[src/rtl/ctrlunit_mc_if.sv]
// ctrlunit_mc_if -- bundle of signals between the multi-cycle control unit
// and its environment (instruction register, memory port, datapath).
//
// Signals:
//   opcode     : instruction opcode, sampled by the unit in DECODE
//   mem_ready  : memory completes the current read/write this cycle
//   aluOp      : ALU opcode
//   regDst     : register destination select (00/01 = Rd, 10 = link)
//   memToReg   : write-back source (00 = ALU, 01 = memory, 10 = link PC)
//   aluSrcA    : ALU A select (00 = Rs, 01 = PC, 10 = Rs[HI], 11 = 0)
//   aluSrcB    : ALU B select (00 = Rt, 01 = imm, 10 = Rt[LO], 11 = 0)
//   iord       : memory address select (0 = PC, 1 = ALU result)
//   irWrite, pcWrite, jump, branch, memRead, memWrite, regWrite : strobes
//   instr_done : pulse on the last cycle of each instruction
//   fault      : 00 none, 01 illegal opcode, 10 memory timeout (sticky)
//   state      : current sequencer state, for debug
//
// Modports: slave = the control unit, master = the environment driving it.
interface ctrlunit_mc_if #(
  parameter int OPCODE_W = 4,
  parameter int ALUOP_W  = 3
);
  logic [OPCODE_W-1:0] opcode;
  logic                mem_ready;
  logic [ALUOP_W-1:0]  aluOp;
  logic [1:0]          regDst;
  logic [1:0]          memToReg;
  logic [1:0]          aluSrcA;
  logic [1:0]          aluSrcB;
  logic                iord;
  logic                irWrite;
  logic                pcWrite;
  logic                jump;
  logic                branch;
  logic                memRead;
  logic                memWrite;
  logic                regWrite;
  logic                instr_done;
  logic [1:0]          fault;
  logic [2:0]          state;

  modport slave (
    input  opcode, mem_ready,
    output aluOp, regDst, memToReg, aluSrcA, aluSrcB, iord, irWrite, pcWrite,
           jump, branch, memRead, memWrite, regWrite, instr_done, fault, state
  );

  modport master (
    output opcode, mem_ready,
    input  aluOp, regDst, memToReg, aluSrcA, aluSrcB, iord, irWrite, pcWrite,
           jump, branch, memRead, memWrite, regWrite, instr_done, fault, state
  );
endinterface

[src/rtl/ctrlunit_mc.sv]
// ctrlunit_mc -- multi-cycle control unit. Steps every instruction through
// FETCH/DECODE/EXEC/MEM/WB, waits on a variable-latency memory via mem_ready,
// and traps (sticky fault) on illegal opcodes or memory timeouts.
//
// Ports:
//   clk : clock, rising edge
//   rst : asynchronous, active-low reset; all outputs are 0 while low
//   bus : ctrlunit_mc_if.slave -- opcode/mem_ready in, datapath controls out
//
// Opcode map (low 4 bits): 0000-0111 ALU op (aluOp = opcode[2:0]),
// 1000 ADI, 1001 SWP, 1010 LDW, 1011 STW, 1100 BRZ, 1101 JAL,
// 1110/1111 illegal.
module ctrlunit_mc #(
  parameter int OPCODE_W = 4,
  parameter int ALUOP_W  = 3,
  parameter int TIMEOUT  = 15
) (
  input logic          clk,
  input logic          rst,
  ctrlunit_mc_if.slave bus
);

  typedef enum logic [2:0] {
    S_FETCH  = 3'd0,
    S_DECODE = 3'd1,
    S_EXEC   = 3'd2,
    S_MEM    = 3'd3,
    S_WB     = 3'd4,
    S_TRAP   = 3'd7
  } state_e;

  localparam logic [3:0] OP_ADI = 4'b1000;
  localparam logic [3:0] OP_SWP = 4'b1001;
  localparam logic [3:0] OP_LDW = 4'b1010;
  localparam logic [3:0] OP_STW = 4'b1011;
  localparam logic [3:0] OP_BRZ = 4'b1100;
  localparam logic [3:0] OP_JAL = 4'b1101;

  localparam logic [1:0] F_NONE    = 2'b00;
  localparam logic [1:0] F_ILLEGAL = 2'b01;
  localparam logic [1:0] F_TIMEOUT = 2'b10;

  localparam int CNT_W      = (TIMEOUT > 1) ? $clog2(TIMEOUT + 1) : 1;
  localparam int TIMEOUT_M1 = (TIMEOUT > 0) ? TIMEOUT - 1 : 0;

  state_e           state_q;
  logic [3:0]       opc_q;
  logic [CNT_W-1:0] wait_cnt_q;
  logic [1:0]       fault_q;

  logic illegal_op;
  logic timeout_hit;

  assign illegal_op = (bus.opcode[3:0] == 4'b1110) || (bus.opcode[3:0] == 4'b1111) ||
                      ((bus.opcode >> 4) != '0);

  // The wait cycle that would bring the counter to TIMEOUT is the last one
  // allowed; mem_ready in that same cycle still completes normally.
  assign timeout_hit = (TIMEOUT != 0) && !bus.mem_ready &&
                       (wait_cnt_q == CNT_W'(TIMEOUT_M1));

  // NOTE: sequential state uses non-blocking assignments so every register
  // samples the pre-edge values; a blocking '=' here would create order-
  // dependent simulation that no longer matches the synthesized flops.
  always_ff @(posedge clk or negedge rst) begin
    if (!rst) begin
      state_q    <= S_FETCH;
      opc_q      <= '0;
      wait_cnt_q <= '0;
      fault_q    <= F_NONE;
    end else begin
      // Cleared on every cycle that is not a continued memory wait.
      wait_cnt_q <= '0;
      case (state_q)
        S_FETCH: begin
          if (bus.mem_ready) begin
            state_q <= S_DECODE;
          end else if (timeout_hit) begin
            state_q <= S_TRAP;
            fault_q <= F_TIMEOUT;
          end else begin
            wait_cnt_q <= wait_cnt_q + CNT_W'(1);
          end
        end
        S_DECODE: begin
          opc_q <= bus.opcode[3:0];
          if (illegal_op) begin
            state_q <= S_TRAP;
            fault_q <= F_ILLEGAL;
          end else begin
            state_q <= S_EXEC;
          end
        end
        S_EXEC: begin
          case (opc_q)
            OP_LDW, OP_STW: state_q <= S_MEM;
            OP_BRZ, OP_JAL: state_q <= S_FETCH;
            default:        state_q <= S_WB;
          endcase
        end
        S_MEM: begin
          if (bus.mem_ready) begin
            if (opc_q == OP_LDW) state_q <= S_WB;
            else                 state_q <= S_FETCH;
          end else if (timeout_hit) begin
            state_q <= S_TRAP;
            fault_q <= F_TIMEOUT;
          end else begin
            wait_cnt_q <= wait_cnt_q + CNT_W'(1);
          end
        end
        S_WB:    state_q <= S_FETCH;
        S_TRAP:  state_q <= S_TRAP;
        default: state_q <= S_FETCH;
      endcase
    end
  end

  // EXEC-phase ALU selects, also held through WB for non-load instructions.
  logic [2:0] sel_alu;
  logic [1:0] sel_a;
  logic [1:0] sel_b;

  // NOTE: every always_comb output gets a default before any branch, so no
  // path leaves a signal unassigned and no latch is inferred.
  always_comb begin
    sel_alu = 3'b000;
    sel_a   = 2'b00;
    sel_b   = 2'b00;
    if (!opc_q[3]) begin
      sel_alu = opc_q[2:0];
    end else begin
      case (opc_q)
        OP_ADI:                 sel_b = 2'b01;
        OP_SWP: begin
          sel_a = 2'b10;
          sel_b = 2'b10;
        end
        OP_LDW, OP_STW, OP_BRZ: sel_b = 2'b11;
        default: ;
      endcase
    end
  end

  logic [2:0] alu_op;
  logic [1:0] reg_dst, mem_to_reg, src_a, src_b, fault_o;
  logic       iord, ir_write, pc_write, jump, branch;
  logic       mem_read, mem_write, reg_write, done;
  logic [2:0] state_o;

  // Outputs decode from state/opc_q only (plus mem_ready for the completion
  // strobes) and are forced low while rst is asserted.
  always_comb begin
    alu_op     = 3'b000;
    reg_dst    = 2'b00;
    mem_to_reg = 2'b00;
    src_a      = 2'b00;
    src_b      = 2'b00;
    iord       = 1'b0;
    ir_write   = 1'b0;
    pc_write   = 1'b0;
    jump       = 1'b0;
    branch     = 1'b0;
    mem_read   = 1'b0;
    mem_write  = 1'b0;
    reg_write  = 1'b0;
    done       = 1'b0;
    fault_o    = 2'b00;
    state_o    = 3'd0;
    if (rst) begin
      fault_o = fault_q;
      state_o = state_q;
      case (state_q)
        S_FETCH: begin
          mem_read = 1'b1;
          ir_write = bus.mem_ready;
          pc_write = bus.mem_ready;
        end
        S_EXEC: begin
          alu_op = sel_alu;
          src_a  = sel_a;
          src_b  = sel_b;
          if (opc_q == OP_BRZ) begin
            branch = 1'b1;
            done   = 1'b1;
          end
          if (opc_q == OP_JAL) begin
            jump       = 1'b1;
            reg_write  = 1'b1;
            reg_dst    = 2'b10;
            mem_to_reg = 2'b10;
            done       = 1'b1;
          end
        end
        S_MEM: begin
          iord      = 1'b1;
          mem_read  = (opc_q == OP_LDW);
          mem_write = (opc_q == OP_STW);
          done      = (opc_q == OP_STW) && bus.mem_ready;
        end
        S_WB: begin
          reg_write = 1'b1;
          reg_dst   = 2'b01;
          done      = 1'b1;
          if (opc_q == OP_LDW) begin
            mem_to_reg = 2'b01;
          end else begin
            alu_op = sel_alu;
            src_a  = sel_a;
            src_b  = sel_b;
          end
        end
        default: ;
      endcase
    end
  end

  assign bus.aluOp      = ALUOP_W'(alu_op);
  assign bus.regDst     = reg_dst;
  assign bus.memToReg   = mem_to_reg;
  assign bus.aluSrcA    = src_a;
  assign bus.aluSrcB    = src_b;
  assign bus.iord       = iord;
  assign bus.irWrite    = ir_write;
  assign bus.pcWrite    = pc_write;
  assign bus.jump       = jump;
  assign bus.branch     = branch;
  assign bus.memRead    = mem_read;
  assign bus.memWrite   = mem_write;
  assign bus.regWrite   = reg_write;
  assign bus.instr_done = done;
  assign bus.fault      = fault_o;
  assign bus.state      = state_o;

endmodule

[src/flat_wrapper.sv]
// flat-port wrapper written by rule: the top's interface ports become plain ports
module ctrlunit_mc_flat 
#(
  parameter int OPCODE_W = 4,
  parameter int ALUOP_W  = 3,
  parameter int TIMEOUT  = 15
)
  (clk, rst, bus_opcode, bus_mem_ready, bus_aluOp, bus_regDst, bus_memToReg, bus_aluSrcA, bus_aluSrcB, bus_iord, bus_irWrite, bus_pcWrite, bus_jump, bus_branch, bus_memRead, bus_memWrite, bus_regWrite, bus_instr_done, bus_fault, bus_state);
  ctrlunit_mc_if #(.OPCODE_W(OPCODE_W), .ALUOP_W(ALUOP_W)) bus_i ();
  input logic clk;
  input logic rst;
  input wire logic [$bits(bus_i.opcode)-1:0] bus_opcode;
  input wire logic [$bits(bus_i.mem_ready)-1:0] bus_mem_ready;
  output wire logic [$bits(bus_i.aluOp)-1:0] bus_aluOp;
  output wire logic [$bits(bus_i.regDst)-1:0] bus_regDst;
  output wire logic [$bits(bus_i.memToReg)-1:0] bus_memToReg;
  output wire logic [$bits(bus_i.aluSrcA)-1:0] bus_aluSrcA;
  output wire logic [$bits(bus_i.aluSrcB)-1:0] bus_aluSrcB;
  output wire logic [$bits(bus_i.iord)-1:0] bus_iord;
  output wire logic [$bits(bus_i.irWrite)-1:0] bus_irWrite;
  output wire logic [$bits(bus_i.pcWrite)-1:0] bus_pcWrite;
  output wire logic [$bits(bus_i.jump)-1:0] bus_jump;
  output wire logic [$bits(bus_i.branch)-1:0] bus_branch;
  output wire logic [$bits(bus_i.memRead)-1:0] bus_memRead;
  output wire logic [$bits(bus_i.memWrite)-1:0] bus_memWrite;
  output wire logic [$bits(bus_i.regWrite)-1:0] bus_regWrite;
  output wire logic [$bits(bus_i.instr_done)-1:0] bus_instr_done;
  output wire logic [$bits(bus_i.fault)-1:0] bus_fault;
  output wire logic [$bits(bus_i.state)-1:0] bus_state;
  assign bus_i.opcode = bus_opcode;
  assign bus_i.mem_ready = bus_mem_ready;
  assign bus_aluOp = bus_i.aluOp;
  assign bus_regDst = bus_i.regDst;
  assign bus_memToReg = bus_i.memToReg;
  assign bus_aluSrcA = bus_i.aluSrcA;
  assign bus_aluSrcB = bus_i.aluSrcB;
  assign bus_iord = bus_i.iord;
  assign bus_irWrite = bus_i.irWrite;
  assign bus_pcWrite = bus_i.pcWrite;
  assign bus_jump = bus_i.jump;
  assign bus_branch = bus_i.branch;
  assign bus_memRead = bus_i.memRead;
  assign bus_memWrite = bus_i.memWrite;
  assign bus_regWrite = bus_i.regWrite;
  assign bus_instr_done = bus_i.instr_done;
  assign bus_fault = bus_i.fault;
  assign bus_state = bus_i.state;
  ctrlunit_mc #(.OPCODE_W(OPCODE_W), .ALUOP_W(ALUOP_W), .TIMEOUT(TIMEOUT)) u_core (.clk(clk), .rst(rst), .bus(bus_i));
endmodule
[config.mk]
export PLATFORM = sky130hd
export DESIGN_NAME = ctrlunit_mc_flat
export DESIGN_NICKNAME = d
export VERILOG_FILES = /design/src/rtl/ctrlunit_mc_if.sv /design/src/rtl/ctrlunit_mc.sv /design/src/flat_wrapper.sv
export SDC_FILE = /design/constraint.sdc
export NUM_CORES = 1
export LEC_CHECK = 0
export ABC_AREA = 1
export CAP_MARGIN = 20
export CORE_UTILIZATION = 40
export CTS_CLUSTER_SIZE = 16
export DETAILED_ROUTE_END_ITERATION = 16
export PLACE_DENSITY = 0.72
export SLEW_MARGIN = 20
export SYNTH_ARGS = -nofsm -noshare
export SYNTH_HDL_FRONTEND = slang
export SYNTH_SLANG_ARGS = --single-unit
[constraint.sdc]
create_clock -name clk -period 2.9 [get_ports clk]
set_input_delay 0.58 -clock clk [delete_from_list [all_inputs] [get_ports clk]]
set_output_delay 0.58 -clock clk [all_outputs]
set_load 0.02 [all_outputs]
# After elaboration in Yosys (flattened, before gate mapping)
# Cells that the tools add are included.
# W data, S select, Z words.
[word_totals]
regBits = 13
out_inout_bits = 25
[op_classes]
muxes = 55
n_eq_ne = 17
n_addsub = 1
n_reduce_logical = 11
[op_table]
columns = ["operator", "n"]
rows = [
  ["$eq A4 B4 Y1 const B", 9],
  ["$mux W2", 14],
  ["$mux W3", 9],
  ["$pmux W2 S2", 5],
  ["$mux W1", 17],
  ["$pmux W3 S5", 1],
  ["$mux W4", 3],
  ["$pmux W3 S2", 2],
  ["$eq A3 B2 Y1 const B", 2],
  ["$eq A3 B3 Y1 const B", 2],
  ["$pmux W2 S3", 1],
  ["$reduce_or A2 Y1", 3],
  ["$add A4 B1 Y4 const B", 1],
  ["$ne A2 B1 Y1 const B", 2],
  ["$pmux W1 S2", 2],
  ["$reduce_and A4 Y1", 1],
  ["$eq A3 B1 Y1 const B", 1],
  ["$logic_not A3 Y1", 1],
  ["$pmux W1 S3", 1],
  ["$reduce_or A3 Y1", 1],
  ["$logic_and A1 B1 Y1", 2],
  ["$ne A2 B2 Y1 const B", 1],
  ["$reduce_bool A2 Y1", 1],
  ["$logic_not A1 Y1", 1],
  ["$logic_or A1 B1 Y1", 1],
]

# Longest topological paths before layout
# Gate-level depths: netlist of run 1.
[logic_depth]
depth_word = 7
ltp_mapped = 8
ltp_nobuf = 8

# Worst setup path before layout of run 1
# Ideal clock, no wire load.
[synth_timing]
path_type = "input-to-output"
from = "in rst"
to = "out bus_regDst[1]"
cell_stages = 6
n_path_buf = 2
slack_ps = 699
t_arrival_ps = 1621
cell_sequence = "buf_4 > nand2_1 > inv_1 > nand3_1 > nor2_1 > buf_4"
[synth_via]
elab_chain_len = 1
[synth_lines]
columns = ["item", "line_no", "rtl"]
rows = [
  ["start: declaration", "flat_wrapper.sv:11", "input logic rst;"],
  ["$mux W2", "ctrlunit_mc.sv:170", "if (rst) begin"],
  ["end: declaration", "flat_wrapper.sv:15", "output wire logic [$bits(bus_i.regDst)-1:0] bus_regDst;"],
]
# Every way passes these cells.

# Final worst setup path of run 1
[layout_timing]
from = "in bus_mem_ready"
to = "out bus_instr_done"
[layout_via]
elab_chain_len = 3
[layout_lines]
columns = ["item", "line_no", "rtl"]
rows = [
  ["start: declaration", "flat_wrapper.sv:13", "input wire logic [$bits(bus_i.mem_ready)-1:0] bus_mem_ready;"],
  ["$logic_and A1 B1 Y1", "ctrlunit_mc.sv:199", "done = (opc_q == OP_STW) && bus.mem_ready;"],
  ["$pmux W1 S3", "ctrlunit_mc.sv:173", "case (state_q)"],
  ["$mux W1", "ctrlunit_mc.sv:170", ""],
  ["end: declaration", "flat_wrapper.sv:27", "output wire logic [$bits(bus_i.instr_done)-1:0] bus_instr_done;"],
]
# Every way passes these cells.

==> results of run 1 <==
[per-stage QoR]
step / power, W / instance area [sq um] / setup slack (ps) / setup TNS, ps
2_1_floorplan: 0.000210 / 952 / 699 / 0
3_3_place_gp: 0.000230 / 1250 / 41.0 / 0
3_5_place_dp: 0.000230 / 1250 / -17.6 / -17.6
4_1_cts: 0.000341 / 1280 / 228 / 0
5_1_grt: 0.000353 / 1280 / 76.7 / 0
6_report: 0.000335 / 1280 / 239 / 0
[sequential cells by signal (all words and copies together), names as in the netlist]
signal	flops
u_core.opc_q	4
u_core.wait_cnt_q	4
u_core.state_q	3
u_core.fault_q	2
[timing repair]
item / CTS / global route
hold buffers: 0 / 0
setup endpoints to repair: 1 / 0
gates resized for setup: 1 / 0
[synth_stat cells, types with 2 or more instances]
| library cell | number | area [sq um] |
|---|---|---|
| nor3_1 | 8 | 40.0 |
| nand3_1 | 6 | 30.0 |
| nand2_2 | 7 | 43.8 |
| nand4_1 | 4 | 25.0 |
| dfrtp_1 | 13 | 325 |
| ha_1 | 2 | 25.0 |
| o21ai_0 | 4 | 20.0 |
| nand3_2 | 2 | 20.0 |
| nor2_2 | 2 | 12.5 |
| nor2_1 | 25 | 93.8 |
| nand2_1 | 28 | 105 |
| inv_2 | 4 | 15.0 |
| a21oi_1 | 8 | 40.0 |
| buf_4 | 5 | 37.5 |
| inv_1 | 20 | 75.1 |
[worst reg2reg max path, stage by stage, from the launching register on]
cell and delay [ps]:
dfrtp_1 420, inv_1 70, ha_1 140, nand4_1 190
a21oi_1 190, nand2_1 80, nand2_1 60, nand2_1 50
[kinds of logic (layout without fill, tap and decap cells)]
group | count (synthesis) | after routing | share of synthesized area, %
buffers and inverters | 30 | 60 | 14.6
adder cells (fa/ha/maj) | 2 | 2 | 2.63
flip-flops | 13 | 13 | 34.2
AO/OA/AOI/OAI | 12 | 12 | 6.31
other | 1 | 1 | 0.394
XOR/XNOR | 2 | 2 | 1.84
AND/OR/NAND/NOR | 83 | 83 | 40.1
[power by group]
group	total (W)	switching (W)	leakage (nW)	internal, W
Combinational	0.0000389	0.0000225	0.430	0.0000164
Clock	0.000109	0.0000557	0.0150	0.0000534
Sequential	0.000187	0.00000358	0.153	0.000184
Total	0.000335	0.0000817	0.598	0.000254
[routing by layer]
layer	GRT usage (%)	part of all wire, %	up-vias
li1	-	-	497
met1	23.3	47	445
met2	27.8	48	26
met3	1.21	3.9	3
met4	10.2	1.7	0
met5	0	0	-
[cell type report]
cell class                 instances  area, sq um  share of cell area (%)
timing repair buffer              32          314                    24.6
clock buffer                       4         26.3                    2.05
sequential                        13          325                    25.4
tap                               28         35.0                    2.74
inverter                          24         90.1                    7.04
multi-input combinational        100          488                    38.2
[worst min-delay path by stage]
stage                      start           endpoint  slack [ps]  cells past startpoint
5_1_grt        u_core.fault_q[1]  u_core.fault_q[1]         500                      2
2_1_floorplan                rst  u_core.fault_q[0]         280                      0
6_report       u_core.fault_q[1]  u_core.fault_q[1]         490                      2
4_1_cts        u_core.fault_q[1]  u_core.fault_q[1]         490                      2
3_3_place_gp   u_core.fault_q[0]  u_core.fault_q[0]         460                      2
3_5_place_dp   u_core.fault_q[1]  u_core.fault_q[1]         470                      2
==> flow_summary.toml, run 1 <==
[floorplan]
dieHeight_um = 50.8
die_area_sq_um = 2580
ios = 32
core-area_sq_um = 2230
start_util_pct = 42.6
rows = 17
die_w_um = 50.8

[route]
route.detailed.drc = 0
vias_per_cell = 4.83
vias = 971
avgRoutedWirePerCell_um = 10.4
dr.pass1.iters = 4
ant_nets = 0
routed_wl_um = 2090
drt_iter0_drc = 29

[worst_setup_path]
start_kind = "input pin"
crit_fanout = 3
r2r_cells = 7
max_stage_delay_ps = 620
crit_start = "bus_mem_ready"
setup.worst_path.end = "bus_instr_done"
rr_endpoint = "u_core.fault_q[0]"
cp-end-kind = "primary output"
cp.required_ps = 2320
cpMaxStageDelayCell = "clkdlybuf4s50_1"
cp_cell_sequence = "clkdlybuf4s50_1 -> inv_1 -> nor2_1 -> a21oi_1 -> nor2_1 -> clkdlybuf4s50_1"
cp.depth = 6
critPathBufInv = 3
cp_top_family = "buffers and inverters"
reg2reg_slack_ps = 1590
critPathKind = "input pin to primary output"
arrival_ps = 2080
reg2reg_from = "u_core.wait_cnt_q[0]"

[sta]
fin_crit_ps = 2660
period_share_pct = 91.8
whs_ps = 488
finClkSkew_ps = 5.09
final-setup-viol-count = 0
clock.fmax_mhz = 376
finalHoldViolCount = 0
rsz0062_at_grt = "no"
finalMaxSlewViolations = 0

[flow_run]
maxCapViolations = 0

[clock_tree]
root_buffer = "clkbuf_4"
post_cts_buffers = 0
clk_path_buf_depth = 2
cts_tree = "yes"
clk_latency_ps = 280
clkSlewWorstSetupHoldPaths_ps = 70
cts_sinks = 13
cts_buffers = 3
htree_levels = 1

[finish]
mostFrequentLayoutCell = "clkdlybuf4s50_1"
fin_util_pct = 57.3
final_nets = 183
area_delta_synth_final_pct = 34.3
drive_above_1_share_pct = 12.1
antenna_cells = 0
fill_cells = 215
fin_cells = 201
final_cell_mix = "clkdlybuf4s50_1 (29), nand2_1 (28), nor2_1 (25)"

[worst_hold_path]
holdCritPathClass = "register to register"

[grt]
antenna_found_initial = 0
grt_pass1_wl_um = 3390
grt_pass1_vias = 828
grt_overflow = 0
groute.usage.overall_pct = 17.5
grt_max_degree = 13

[power]
p_leak_nw = 0.598
pwr_density_cell_nw_per_um2 = 262
ir_drop_mv = 0.214

[logic_synthesis]
synth_warnings = 0
ys_seq_area_share_pct = 34.2
synth_flop_cell = "dfrtp_1"
synthArstFlopShare_pct = 100
avgSynthCellArea_sq_um = 6.66
syn_area_sq_um = 952
syn_inst = 143
synth-edff-count = 0
ys_ff_latch = 13
synth_cell_type_count = 20
syn-num-nets = 152

[placement]
hpwl_um = 1730
portBuffers = 30
gp_congestion = 0.882
place_inst = 197

[run_status]
outcome = "complete, no violations"
No activity file was read; power rests on OpenSTA's default activity.
==> run 2: changes to the inputs <==
--- a/config.mk
+++ b/config.mk
@@ -10,6 +10,7 @@
 export CORE_UTILIZATION = 40
 export CTS_CLUSTER_SIZE = 16
 export DETAILED_ROUTE_END_ITERATION = 16
+export GPL_TIMING_DRIVEN = 0
 export PLACE_DENSITY = 0.72
 export SLEW_MARGIN = 20
 export SYNTH_ARGS = -nofsm -noshare
==> flow_summary.toml, run 2 (synthesized netlist as in run 1, its figures left out) <==
[run_status]
outcome = "complete, no violations"

[grt]
met1_usage_pct = 22.6
grt_use_met2_pct = 31.8
grt_pass1_vias = 856
grt_max_degree = 15
busiest_layer = "met2"
grt_overflow = 0
groute.usage.overall_pct = 18.2
grt_pass1_wl_um = 3500
antenna_found_initial = 0
use_met3_pct = 3.03

[route]
ant_nets = 0
avgRoutedWirePerCell_um = 10.2
routed_wl_um = 2090
drt_iter0_drc = 11
vias = 967
route.detailed.drc = 0
dr.pass1.iters = 4
vias_per_cell = 4.72

[worst_setup_path]
max_stage_delay_ps = 590
cp.required_ps = 2320
start_kind = "input pin"
crit_start = "rst"
arrival_ps = 2140
cp_common_cell = "buf_4"
critPathKind = "input pin to primary output"
setup.worst_path.end = "bus_regDst[1]"
rr_endpoint = "u_core.fault_q[1]"
critPathBufInv = 5
cpMaxStageDelayCell = "clkdlybuf4s50_1"
cp_top_family = "buffers and inverters"
reg2reg_from = "u_core.wait_cnt_q[0]"
cp-end-kind = "primary output"
r2r_cells = 7
cp.depth = 8
cp_cell_sequence = "clkbuf_4 -> buf_4 -> nand2_1 -> inv_1 -> nand3_1 -> nor2_1 -> buf_4 -> clkdlybuf4s50_1"
reg2reg_slack_ps = 1600
crit_fanout = 14

[clock_tree]
clk_latency_ps = 270
root_buffer = "clkbuf_4"
clk_path_buf_depth = 2
clkSlewWorstSetupHoldPaths_ps = 80
cts_sinks = 13
cts_tree = "yes"
post_cts_buffers = 0
cts_buffers = 3
htree_levels = 1

[finish]
drive_above_1_share_pct = 14.7
final_cell_mix = "clkdlybuf4s50_1 (29), nand2_1 (28), nor2_1 (25)"
reg_top3 = "u_core.opc_q (4), u_core.wait_cnt_q (4), u_core.state_q (3)"
antenna_cells = 0
finish.instance_area_sq_um = 1310
fill_cells = 218
final_nets = 187
area_delta_synth_final_pct = 37.7
mostFrequentLayoutCell = "clkdlybuf4s50_1"

[sta]
rsz0062_at_grt = "no"
final-setup-viol-count = 0
fin_crit_ps = 2720
layout_setup_ws_ps = 181
finalHoldViolCount = 0
period_share_pct = 93.8
clock.fmax_mhz = 368
finalMaxSlewViolations = 0
finClkSkew_ps = 6.32

[floorplan]
rows = 17
dieHeight_um = 50.8
ios = 32
core-area_sq_um = 2230
start_util_pct = 42.6
die_w_um = 50.8
die_area_sq_um = 2580

[placement]
post_dp_cell_area_sq_um = 1290
gp_congestion = 0.872
hpwl_um = 1760
portBuffers = 30
post-place-ws_ps = -578

[power]
p_sw_share_pct = 23.8
p_leak_nw = 0.620
switchingPower_w = 0.0000796
ir_drop_mv = 0.173
p_seq_share_pct = 55.6
pwr_density_cell_nw_per_um2 = 255
p_clk_share_pct = 31.9
p_comb_share_pct = 12.4
internal_power_w = 0.000254

[flow_run]
maxCapViolations = 0

[worst_hold_path]
holdCritPathClass = "input pin to async pin"
[run 2: worst min-delay path by stage]
stage | startpoint | end | slack, ps | cells after the start
6_report | rst | u_core.state_q[0] | 170 | 1
3_5_place_dp | u_core.fault_q[1] | u_core.fault_q[1] | 470 | 2
4_1_cts | rst | u_core.wait_cnt_q[3] | 190 | 1
2_1_floorplan | rst | u_core.fault_q[0] | 280 | 0
3_3_place_gp | u_core.fault_q[0] | u_core.fault_q[0] | 460 | 2
5_1_grt | rst | u_core.wait_cnt_q[3] | 170 | 1
[run 2: power groups by stage]
| stage | Sequential [W] | Clock, W | Combinational (W) |
|---|---|---|---|
| after floorplan | 0.000189 | 0 | 0.0000213 |
| final | 0.000186 | 0.000107 | 0.0000415 |
| after global placement | 0.000189 | 0 | 0.0000415 |
| after CTS | 0.000186 | 0.000112 | 0.0000417 |
| after global routing | 0.000186 | 0.000119 | 0.0000461 |
| after detailed placement | 0.000189 | 0 | 0.0000422 |
[run 2: metal layers]
layer	part of all wire (%)	routed length (um)
met1	46	965
met2	50	1050
met3	3.0	63
met4	0.67	14
met5	0	0
[run 2: worst register-to-register path, stage by stage, from the launching register on]
cell and delay, ps:
dfrtp_1 410, inv_1 70, ha_1 140, nand4_1 200, a21oi_1 200, nand2_1 90, nand2_1 60, nand2_1 50
[run 2: repair_timing]
action	CTS	global route
hold buffers	0	0
gates resized for setup	5	1
endpoints found under the setup margin	24	1
[run 2: metrics by stage]
| step | TNS, ps | instances | utilization (%) | power, W | hold slack, ps |
|---|---|---|---|---|---|
| after floorplan | 0 | 143 | - | 0.000210 | 284 |
| after global placement | -7180 | 201 | 57.6 | 0.000231 | 459 |
| after detailed placement | -7260 | 201 | 57.6 | 0.000232 | 466 |
| after CTS | 0 | 205 | 58.6 | 0.000339 | 189 |
| after global routing | 0 | 205 | 58.7 | 0.000351 | 168 |
| final | 0 | 205 | 58.7 | 0.000334 | 171 |
[run 2: layout make-up]
cell class	instances	area, sq um	area share, %
repair buffers	30	298	22.7
plain buffers	6	48.8	3.72
well taps	28	35.0	2.67
inverters	24	90.1	6.87
clock buffers	4	26.3	2.00
flip-flops and latches	13	325	24.8
multi-input cells	100	488	37.2
==> run 3: changes to the inputs <==
--- a/config.mk
+++ b/config.mk
@@ -7,12 +7,11 @@
 export LEC_CHECK = 0
 export ABC_AREA = 1
 export CAP_MARGIN = 20
-export CORE_UTILIZATION = 40
+export CORE_UTILIZATION = 48
 export CTS_CLUSTER_SIZE = 16
 export DETAILED_ROUTE_END_ITERATION = 16
-export GPL_TIMING_DRIVEN = 0
-export PLACE_DENSITY = 0.72
-export SLEW_MARGIN = 20
+export PLACE_DENSITY = 0.84
+export SLEW_MARGIN = 10
 export SYNTH_ARGS = -nofsm -noshare
 export SYNTH_HDL_FRONTEND = slang
 export SYNTH_SLANG_ARGS = --single-unit
==> flow_summary.toml, run 3 (synthesized netlist as in run 1, its figures left out) <==
[finish]
area_delta_synth_final_pct = 33.9
final_nets = 183
fin_cells = 198
drive_above_1_share_pct = 12.1
antenna_cells = 0
reg_top3 = "u_core.opc_q (4), u_core.wait_cnt_q (4), u_core.state_q (3)"
fill_cells = 170
finish.instance_area_sq_um = 1270
final_cell_mix = "clkdlybuf4s50_1 (29), nand2_1 (28), nor2_1 (25)"
mostFrequentLayoutCell = "clkdlybuf4s50_1"

[worst_setup_path]
cpMaxStageDelayCell = "clkdlybuf4s50_1"
cp.required_ps = 2320
critPathKind = "register to primary output"
max_stage_delay_ps = 650
start_kind = "register"
arrival_ps = 2090
cp-end-kind = "primary output"
crit_fanout = 8
cp_cell_sequence = "inv_2 -> nand2_2 -> nor2_4 -> inv_2 -> nand2_2 -> nand3_1 -> nor3_1 -> clkdlybuf4s50_1"
reg2reg_slack_ps = 1600

[clock_tree]
root_buffer = "clkbuf_4"
clkSlewWorstSetupHoldPaths_ps = 80
cts_sinks = 13
cts_tree = "yes"
clk_path_buf_depth = 2
cts_buffers = 3
post_cts_buffers = 0
clk_latency_ps = 270
htree_levels = 1

[floorplan]
ios = 32
rows = 15
core-area_sq_um = 1800
dieHeight_um = 46.5
start_util_pct = 52.8
die_area_sq_um = 2170
die_w_um = 46.5

[route]
routed_wl_um = 2240
dr.pass1.iters = 4
route.detailed.drc = 0
drt_iter0_drc = 26
ant_nets = 0
vias_per_cell = 4.89
avgRoutedWirePerCell_um = 11.3
vias = 969

[sta]
fin_crit_ps = 2670
finalMaxSlewViolations = 0
clock.fmax_mhz = 375
final-setup-viol-count = 0
tns_ps = 0
period_share_pct = 92.0
rsz0062_at_grt = "no"
finalHoldViolCount = 0
finClkSkew_ps = 3.74
layout_setup_ws_ps = 231

[placement]
post_dp_cell_area_sq_um = 1250
portBuffers = 30
place_inst = 194
post-place-ws_ps = -12.3
hpwl_um = 1840
gp_congestion = 0.928

[grt]
grt_pass1_wl_um = 3770
antenna_found_initial = 0
use_met3_pct = 1.18
met1_usage_pct = 31.9
grt_pass1_vias = 886
grt_overflow = 0
groute.usage.overall_pct = 24.3
busiest_layer = "met2"
grt_max_degree = 13
grt_use_met2_pct = 43.1

[run_status]
outcome = "complete, no violations"

[power]
pwr_density_cell_nw_per_um2 = 262
p_leak_nw = 0.598
ir_drop_mv = 0.265

[flow_run]
maxCapViolations = 0

[worst_hold_path]
holdCritPathClass = "register to register"
[run 3: cell types whose count changed in the layout (fill, tap and decap cells not counted)]
cell	previous run	this run
dlygate4sd2_1	0	1
clkbuf_4	4	3
buf_4	5	2
buf_6	1	0
[run 3: layer usage]
layer,vias to the layer above,share of wire (%)
met3,2,3.1
met1,446,47
met2,24,50
met4,0,0.27
li1,497,-
met5,-,0
[run 3: critical path, delay by kind of cell, from the launching register on]
kind,cells,cell delay [ps]
simple gates,5,550
buf+inv,3,870
flops,1,410
[run 3: area by class of cell]
cell class	count	area, sq um	area share (%)
flip-flops and latches	13	325	25.5
clock buffers	4	26.3	2.06
well taps	25	31.3	2.45
inverters	24	90.1	7.07
multi-input cells	100	488	38.3
repair buffers	32	314	24.6
[run 3: repair_timing]
item                       4_1_cts  5_1_grt
hold buffers                     0        0
resized for setup                1        0
setup endpoints to repair        1        0
[run 3: path summary, 6_finish.rpt]
check | cells after the start | from | end
min in group asynchronous | 2 | rst | u_core.state_q[0]
hold reg to reg | 2 | u_core.fault_q[1] | u_core.fault_q[1]
max in group asynchronous | 2 | rst | u_core.opc_q[1]
hold / removal | 2 | u_core.fault_q[1] | u_core.fault_q[1]
setup reg to reg | 7 | u_core.wait_cnt_q[0] | u_core.fault_q[0]
setup / recovery | 8 | u_core.state_q[2] | bus_aluSrcA[1]
[run 3: metrics by stage]
step	utilization (%)	total power [W]	hold slack [ps]
floorplan	-	0.000210	284
global placement	69.4	0.000230	457
detailed placement	69.4	0.000231	461
CTS	70.8	0.000336	478
global route	70.8	0.000349	506
finish	70.8	0.000334	477
[run 3: power by group]
group	switching, W	total [W]	internal, W
Clock	0.0000543	0.000107	0.0000532
Combinational	0.0000228	0.0000392	0.0000164
Sequential	0.00000376	0.000187	0.000184
